**src/rtl/uart_tx.sv**
```systemverilog
// 8N1 UART transmitter with a ready/valid byte input and a registered serial line.
// Define UART_TX_PARITY_EN to insert an even-parity bit between the data bits and the stop bit.
module uart_tx #(
  parameter int CLKS_PER_BIT = 16
) (
  input  logic       clk,
  input  logic       reset,
  input  logic [7:0] tx_data,
  input  logic       tx_valid,
  output logic       tx_ready,
  output logic       tx,
  output logic       tx_busy,
  output logic       tx_done
);

`ifdef UART_TX_PARITY_EN
  typedef enum logic [2:0] {IDLE, START, DATA, PARITY, STOP} state_t;
`else
  typedef enum logic [1:0] {IDLE, START, DATA, STOP} state_t;
`endif

  // The baud counter needs at least one bit even when every bit lasts a single clock.
  localparam int CntW = (CLKS_PER_BIT > 1) ? $clog2(CLKS_PER_BIT) : 1;
  localparam logic [CntW-1:0] BaudMax = CntW'(CLKS_PER_BIT - 1);

  state_t          state_q;
  logic [CntW-1:0] baud_q;
  logic [2:0]      bit_q;
  logic [7:0]      shift_q;
  logic            tx_q;
  logic            done_q;

  assign tx_ready = (state_q == IDLE);
  assign tx_busy  = (state_q != IDLE);
  assign tx       = tx_q;
  assign tx_done  = done_q;

  always_ff @(posedge clk or posedge reset) begin
    if (reset) begin
      state_q <= IDLE;
      baud_q  <= '0;
      bit_q   <= '0;
      shift_q <= '0;
      tx_q    <= 1'b1;
      done_q  <= 1'b0;
    end else begin
      done_q <= 1'b0;
      case (state_q)
        IDLE: begin
          if (tx_valid) begin
            shift_q <= tx_data;
            baud_q  <= '0;
            tx_q    <= 1'b0;
            state_q <= START;
          end
        end
        START: begin
          if (baud_q == BaudMax) begin
            baud_q  <= '0;
            bit_q   <= '0;
            tx_q    <= shift_q[0];
            state_q <= DATA;
          end else begin
            baud_q <= baud_q + 1'b1;
          end
        end
        DATA: begin
          if (baud_q == BaudMax) begin
            baud_q <= '0;
            if (bit_q == 3'd7) begin
`ifdef UART_TX_PARITY_EN
              tx_q    <= ^shift_q;
              state_q <= PARITY;
`else
              tx_q    <= 1'b1;
              state_q <= STOP;
`endif
            end else begin
              bit_q <= bit_q + 3'd1;
              tx_q  <= shift_q[bit_q + 3'd1];
            end
          end else begin
            baud_q <= baud_q + 1'b1;
          end
        end
`ifdef UART_TX_PARITY_EN
        PARITY: begin
          if (baud_q == BaudMax) begin
            baud_q  <= '0;
            tx_q    <= 1'b1;
            state_q <= STOP;
          end else begin
            baud_q <= baud_q + 1'b1;
          end
        end
`endif
        STOP: begin
          // Completion is flagged in the first IDLE cycle, which can also take the next byte.
          if (baud_q == BaudMax) begin
            baud_q  <= '0;
            bit_q   <= '0;
            done_q  <= 1'b1;
            state_q <= IDLE;
          end else begin
            baud_q <= baud_q + 1'b1;
          end
        end
        default: begin
          tx_q    <= 1'b1;
          state_q <= IDLE;
        end
      endcase
    end
  end

endmodule
```
**config.mk**
```make
export PLATFORM = sky130hd
export DESIGN_NAME = uart_tx
export DESIGN_NICKNAME = d
export VERILOG_FILES = /design/src/rtl/uart_tx.sv
export SDC_FILE = /design/constraint.sdc
export NUM_CORES = 1
export LEC_CHECK = 0
export ABC_AREA = 1
export CAP_MARGIN = 20
export CORE_ASPECT_RATIO = 1.2
export CORE_MARGIN = 3
export CORE_UTILIZATION = 47
export CTS_CLUSTER_DIAMETER = 30
export DETAILED_ROUTE_END_ITERATION = 10
export HOLD_SLACK_MARGIN = 0.05
export PLACE_DENSITY = 0.73
export REMOVE_ABC_BUFFERS = 1
export SETUP_SLACK_MARGIN = 0.5
export SLEW_MARGIN = 20
export SYNTH_ARGS = -nofsm -noshare
export SYNTH_HDL_FRONTEND = slang
export SYNTH_SLANG_ARGS = --single-unit
export TNS_END_PERCENT = 30
```
**constraint.sdc**
```tcl
create_clock -name clk -period 1.3 [get_ports clk]
set_input_delay 0.195 -clock clk [delete_from_list [all_inputs] [get_ports clk]]
set_output_delay 0.195 -clock clk [all_outputs]
set_load 0.01 [all_outputs]
```
* After elaboration in Yosys (flattened, before gate mapping)
Cells that the tools add are included.
** Storage, ports and cells
- Register bits after elaboration :: 19
- Input bits :: 11
** Operators by class
- Add/sub/neg operators :: 2
- $lt $le $gt $ge :: 1
- Eq/ne operators :: 12
- Multiplexer cells :: 22
- Reductions and logical operators :: 10
** Operator list (count)
- != test 2 bit, second input constant :: 6
- two-way mux 2 bit :: 5
- two-way mux 3 bit :: 3
- two-way mux 4 bit :: 2
- one-hot mux 2 bit (4 select lines) :: 1
- one-hot mux 4 bit (2 select lines) :: 1
- AND reduction 4 bit :: 2
- two-way mux 1 bit :: 7
- one-hot mux 3 bit (2 select lines) :: 1
- AND reduction 5 bit :: 1
- adder 4 x 1 -> 4 bit, second input constant :: 1
- equality test 2 bit, second input constant :: 2
- equality test 4 bit, second input constant :: 1
- < comparator 3 x 4 -> 1 bit, second input constant :: 1
- nonzero test 2 bit :: 2
- adder 3 x 1 -> 3 bit, second input constant :: 1
- binary-select mux 1 bit (select 3 bit) :: 1
- equality test 3 bit, second input constant :: 1
- one-hot mux 1 bit (3 select lines) :: 1
- nonzero test 3 bit :: 1
- OR reduction 3 bit :: 1
- equality test 2 x 1 -> 1 bit, second input constant :: 1
- zero test 2 bit :: 1
- != test 2 x 1 -> 1 bit, second input constant :: 1
- other kinds (2) :: 2

* Depth between registers and ports, before layout
Gate-level depths: netlist of run 1.
- Word-level depth :: 6
- Gate-level depth with buffers :: 9
- Depth with buffers taken out :: 9

* Least setup slack after synthesis of run 1
OpenSTA, ideal clock, no wires.
- Kind :: register to register
- Start point :: register bit_q[0]
- End point :: register bit_q[0]
- Setup time :: 0.122 ns
- Data arrival time :: 1.278 ns
- Data required time :: 1.178 ns
- Setup slack :: -0.100 ns
- Cell stages (with the launch flop) :: 7
- Path through :: dfrtp_1 -> ha_1 -> ha_1 -> a21oi_1 -> nand2_4 -> a21oi_1 -> a21oi_1
** On the way
- Cells in the longest elaborated chain, start to end :: 4
** RTL lines
- start: declaration :: line 28 : logic [2:0] bit_q;
- start signal: assignment :: line 79 : bit_q <= bit_q + 3'd1;
- adder 3 x 1 -> 3 bit :: line 79
- two-way mux 3 bit :: line 70 : if (bit_q == 3'd7) begin
- two-way mux 3 bit :: line 68 : if (baud_q == BaudMax) begin
- one-hot mux 3 bit (2 select lines) :: line 48 : case (state_q)
Parallel ways exist; a longest one is shown, timed or not. The select of a mux whose other input is x is not followed.
A chain may end at the register's enable or synchronous reset.

* Worst setup path after layout of run 1
- Start point :: register state_q[1]
- End point :: register bit_q[0]
** On the way
- Cells in the longest elaborated chain, start to end :: 4
** RTL lines
- start: declaration :: line 26 : state_t state_q;
- start signal: assignment :: line 40 : state_q <= IDLE;
- start signal: assignment :: line 54 : state_q <= START;
- start signal: assignment :: line 62 : state_q <= DATA;
- equality test 2 bit / equality test 2 x 1 -> 1 bit (equally long branches) :: line 48
- OR reduction 2 bit (no source line)
- != test 2 x 1 -> 1 bit (no source line) / nonzero test 2 bit (equally long branches)
- AND reduction 4 bit (no source line)
Parallel ways exist; a longest one is shown, timed or not.

==> summary.txt, run 1 <==
GRT
  – Total global-route track usage: 0.1962
  – Antenna violations before repair: 0
  – Vias in the first global route: 1,000
  – Maximum number of pins on one net before global-route repair: 20
  – Wire length of the first global-routing pass: 4257 um
  – Global route total overflow: 0

Route
  – DR WL/cell: 12.91 um
  – Starting DRC count in detailed routing: 23
  – DRT Wirelength: 2453 um
  – Via Count: 955
  – Remaining routing DRC violations: 0
  – Via count normalized by instance count: 5.026
  – Detailed-router iteration count before antenna repair: 4
  – ANT nets after route: 0

Floorplan
  – I/O Pins: 15
  – Placement row count: 18
  – Die area: 2860 um^2
  – Die Span Y: 57.99 um
  – Placeable core area: 2095 um^2
  – Effective utilization at floorplan: 0.5054
  – X dimension of the die: 49.32 um

Layout
  – Antenna diode count: 0
  – Layout filler cell count: 153
  – Utilization after layout: 0.7222
  – Final cell count without fillers: 190
  – Fraction of final layout cells with drive strength greater than 1: 0.4125
  – Total Nets Final: 180
  – Signed area change from the synthesized netlist to the final layout: 42.91%

Worst setup path
  – Endpoint required time on the critical path: 1500 ps
  – CP cell instances: buf_6, buf_6, ha_4, inv_4, nand2_4, o21ai_4, nand2_4, a21oi_2, a21oi_1
  – Arrival time at the worst endpoint: 1720 ps
  – Biggest cell delay along the critical path: 430 ps
  – Critical Path End Type: flop
  – Reg-to-reg setup timing slack: -220 ps
  – Startpoint-to-endpoint class of the critical path: reg2reg
  – Maximum net fanout on the critical path: 6
  – Startpoint type of the worst setup path: flop
  – Library cell contributing the largest single delay on the critical path: dfrtp_1

STA
  – Setup-failing EPs final: 12
  – Tightest Pin Transition: 254.2 ps
  – Share of the cycle needed by the critical path after routing: 1.169
  – Final count of pins violating max slew: 0
  – Final Worst Setup Slack: -219.3 ps
  – Worst slew margin relative to its limit: 0.8305
  – Maximum clock frequency: 658.2 MHz
  – RSZ-0062 raised after global routing: yes
  – Total count of hold-check failures in the final report: 0
  – Final Critical Period: 1519 ps
  – Clock skew: 10.80 ps
  – Final Hold Slack: 203.1 ps

Logic synthesis
  – Share of synthesized cell area in and, or, nand and nor gates: 0.2175
  – Cells taking the most area after synthesis: dfrtp_1 (43%), ha_1 (9.5%), nand2_1 (7.4%)
  – Post-synth EDFFs: 0
  – Mux cell area share after synthesis: 0
  – Average size of a mapped cell: 8.536 um^2
  – Synthesized instance count: 124
  – Synth unique cells: 24
  – Yosys reg bits: 19
  – Compound-Gate Fraction of Synth Area: 0.1371
  – Sequential element share of the synthesized area: 0.4504
  – Netlist area before placement: 1059 um^2
  – Post-synthesis adder-cell area fraction: 0.09456
  – Area share of the leading cell type in the synthesized netlist: 0.4255
  – Most frequent cell after synthesis: nand2_1
  – Ys Warns: 0
  – Synth async-reset ratio: 1.000
  – Synth Area in XOR/XNOR: 0.008274
  – Combinational family with the most area after synthesis: simple AND/OR/NAND/NOR gates
  – Synth top cells by count: nand2_1 (21), dfrtp_1 (18), a21oi_1 (12), nor2_1 (12), nand3_1 (10)
  – Prevailing post-synth register cell: dfrtp_1
  – Dominant cell type by area after synthesis: dfrtp_1

Run
  – Max-capacitance violation count: 0

Power
  – Maximum resistive drop on vdd: 1.553 mV
  – Pwr Density: 2557 nW/um^2
  – Leakage power: 0.7261 nW

Status
  – Failing checks: setup timing
  – Result of the run: complete, but fails checks

Hold path
  – Path category of the worst min-delay check: in2async

Clock tree
  – Total CTS buffers: 3
  – Clock tree root driver cell: clkbuf_4
  – Clk Latency, worst-skew pair: 300 ps
  – Clock tree from TritonCTS: yes
  – Clock transition at the register clock pins on the worst setup and hold paths after CTS: 120 ps
  – Total number of H-tree levels: 1
  – Clock Tree Buf Depth: 2
  – Number of sinks driven by the clock tree: 19

Placed design
  – Count of placed standard cells including taps: 183
  – Last weighted congestion value of the routability-driven placer: 0.9109
  – DPL Wire Length: 1666 um
  – Count of buffers inserted at the top-level ports: 14
-- final timing paths --
| path | cells past startpoint | endpoint | start |
|---|---|---|---|
| setup / recovery | 9 | bit_q[0]$_DFFE_PP0P_ | state_q[1]$_DFFE_PP0P_ |
| hold reg to reg | 2 | tx$_DFFE_PP1P_ | tx$_DFFE_PP1P_ |
| max in group asynchronous | 3 | tx$_DFFE_PP1P_ | reset |
| hold / removal | 3 | baud_q[3]$_DFFE_PP0P_ | reset |
| setup reg to reg | 9 | bit_q[0]$_DFFE_PP0P_ | state_q[1]$_DFFE_PP0P_ |
| min in group clk | 3 | shift_q[3]$_DFFE_PP0P_ | tx_data[3] |
-- cell usage in the layout (no fill, tap or decap), types with 2 or more instances in the layout --
cell type	instances
nand2_1	19
dfrtp_1	18
buf_4	16
inv_2	10
clkdlybuf4s50_1	10
a21oi_1	9
nand3_1	9
inv_1	7
nor2_1	7
nor2_2	4
ha_1	4
buf_6	4
clkinv_2	3
nand2_4	3
a21oi_2	3
o21ai_1	3
clkinv_1	3
clkbuf_4	3
nand2_2	2
o31ai_4	2
nor2_4	2
nand3_2	2
ha_4	2
ha_2	2
buf_2	2
-- through the flow --
step	TNS (ps)	power [mW]	cell area (um^2)	setup slack, ps
2_1_floorplan	-290.2	2.281	1054	-99.82
3_3_place_gp	-1069	2.971	1351	-145.1
3_5_place_dp	-1833	3.048	1351	-192.7
4_1_cts	-1798	3.617	1448	-252.1
5_1_grt	-2449	4.195	1513	-282.2
6_report	-1559	3.868	1513	-219.3
-- registers in the layout (all words and copies together), names as in the netlist --
signal	flops
baud_q	4
tx	1
tx_done	1
shift_q	8
bit_q	3
state_q	2
-- cell type report --
| type | instances | area [um^2] | area share |
|---|---|---|---|
| clock buffer | 4 | 26.28 | 0.01737 |
| inverter | 24 | 96.34 | 0.06369 |
| multi-input combinational | 80 | 585.6 | 0.3871 |
| sequential | 19 | 476.7 | 0.3151 |
| tap | 30 | 37.54 | 0.02481 |
| timing repair buffer | 33 | 290.3 | 0.1919 |
-- per-layer routing --
metal  GRT usage  up-vias  part of all wire
met5           0        -                 0
met4     0.09350        0             0.029
met3     0.03856        9             0.027
met2      0.3621       22              0.56
met1      0.2140      457              0.38
li1            -      467                 -
-- power by group --
group / internal [mW] / total, mW / switching (mW)
Sequential: 0.855 / 1.01 / 0.152
Clock: 0.119 / 0.307 / 0.187
Combinational: 1.19 / 2.55 / 1.37
Total: 2.16 / 3.87 / 1.71
-- worst max-delay path: cells and delay by family, from the launching register on --
family	cells	cell delay [ps]
simple gates	2	170
buf+inv	3	300
fa+ha+maj	1	150
compound gates	3	360
flops	1	430
-- cell families after synthesis --
group | count (synthesis)
buf+inv | 25
fa+ha+maj | 8
xor+xnor | 1
compound gates | 22
flops | 19
simple gates | 49
-- what timing repair did --
action / in CTS / in global routing
pin swaps: 4 / 3
endpoints found under the setup margin: 23 / 23
hold buffers: 0 / 0
resized for setup: 27 / 22
buffers inserted: 2 / 1
Power figures use the tool's default switching activity.
==> run 2, diff against run 1 <==
--- a/config.mk
+++ b/config.mk
@@ -11,6 +11,7 @@
 export CORE_MARGIN = 3
 export CORE_UTILIZATION = 47
 export CTS_CLUSTER_DIAMETER = 30
+export CTS_CLUSTER_SIZE = 10
 export DETAILED_ROUTE_END_ITERATION = 10
 export HOLD_SLACK_MARGIN = 0.05
 export PLACE_DENSITY = 0.73
==> results of run 2 <==
Same layout as run 1: the final DEF is identical, and so are final timing and power.
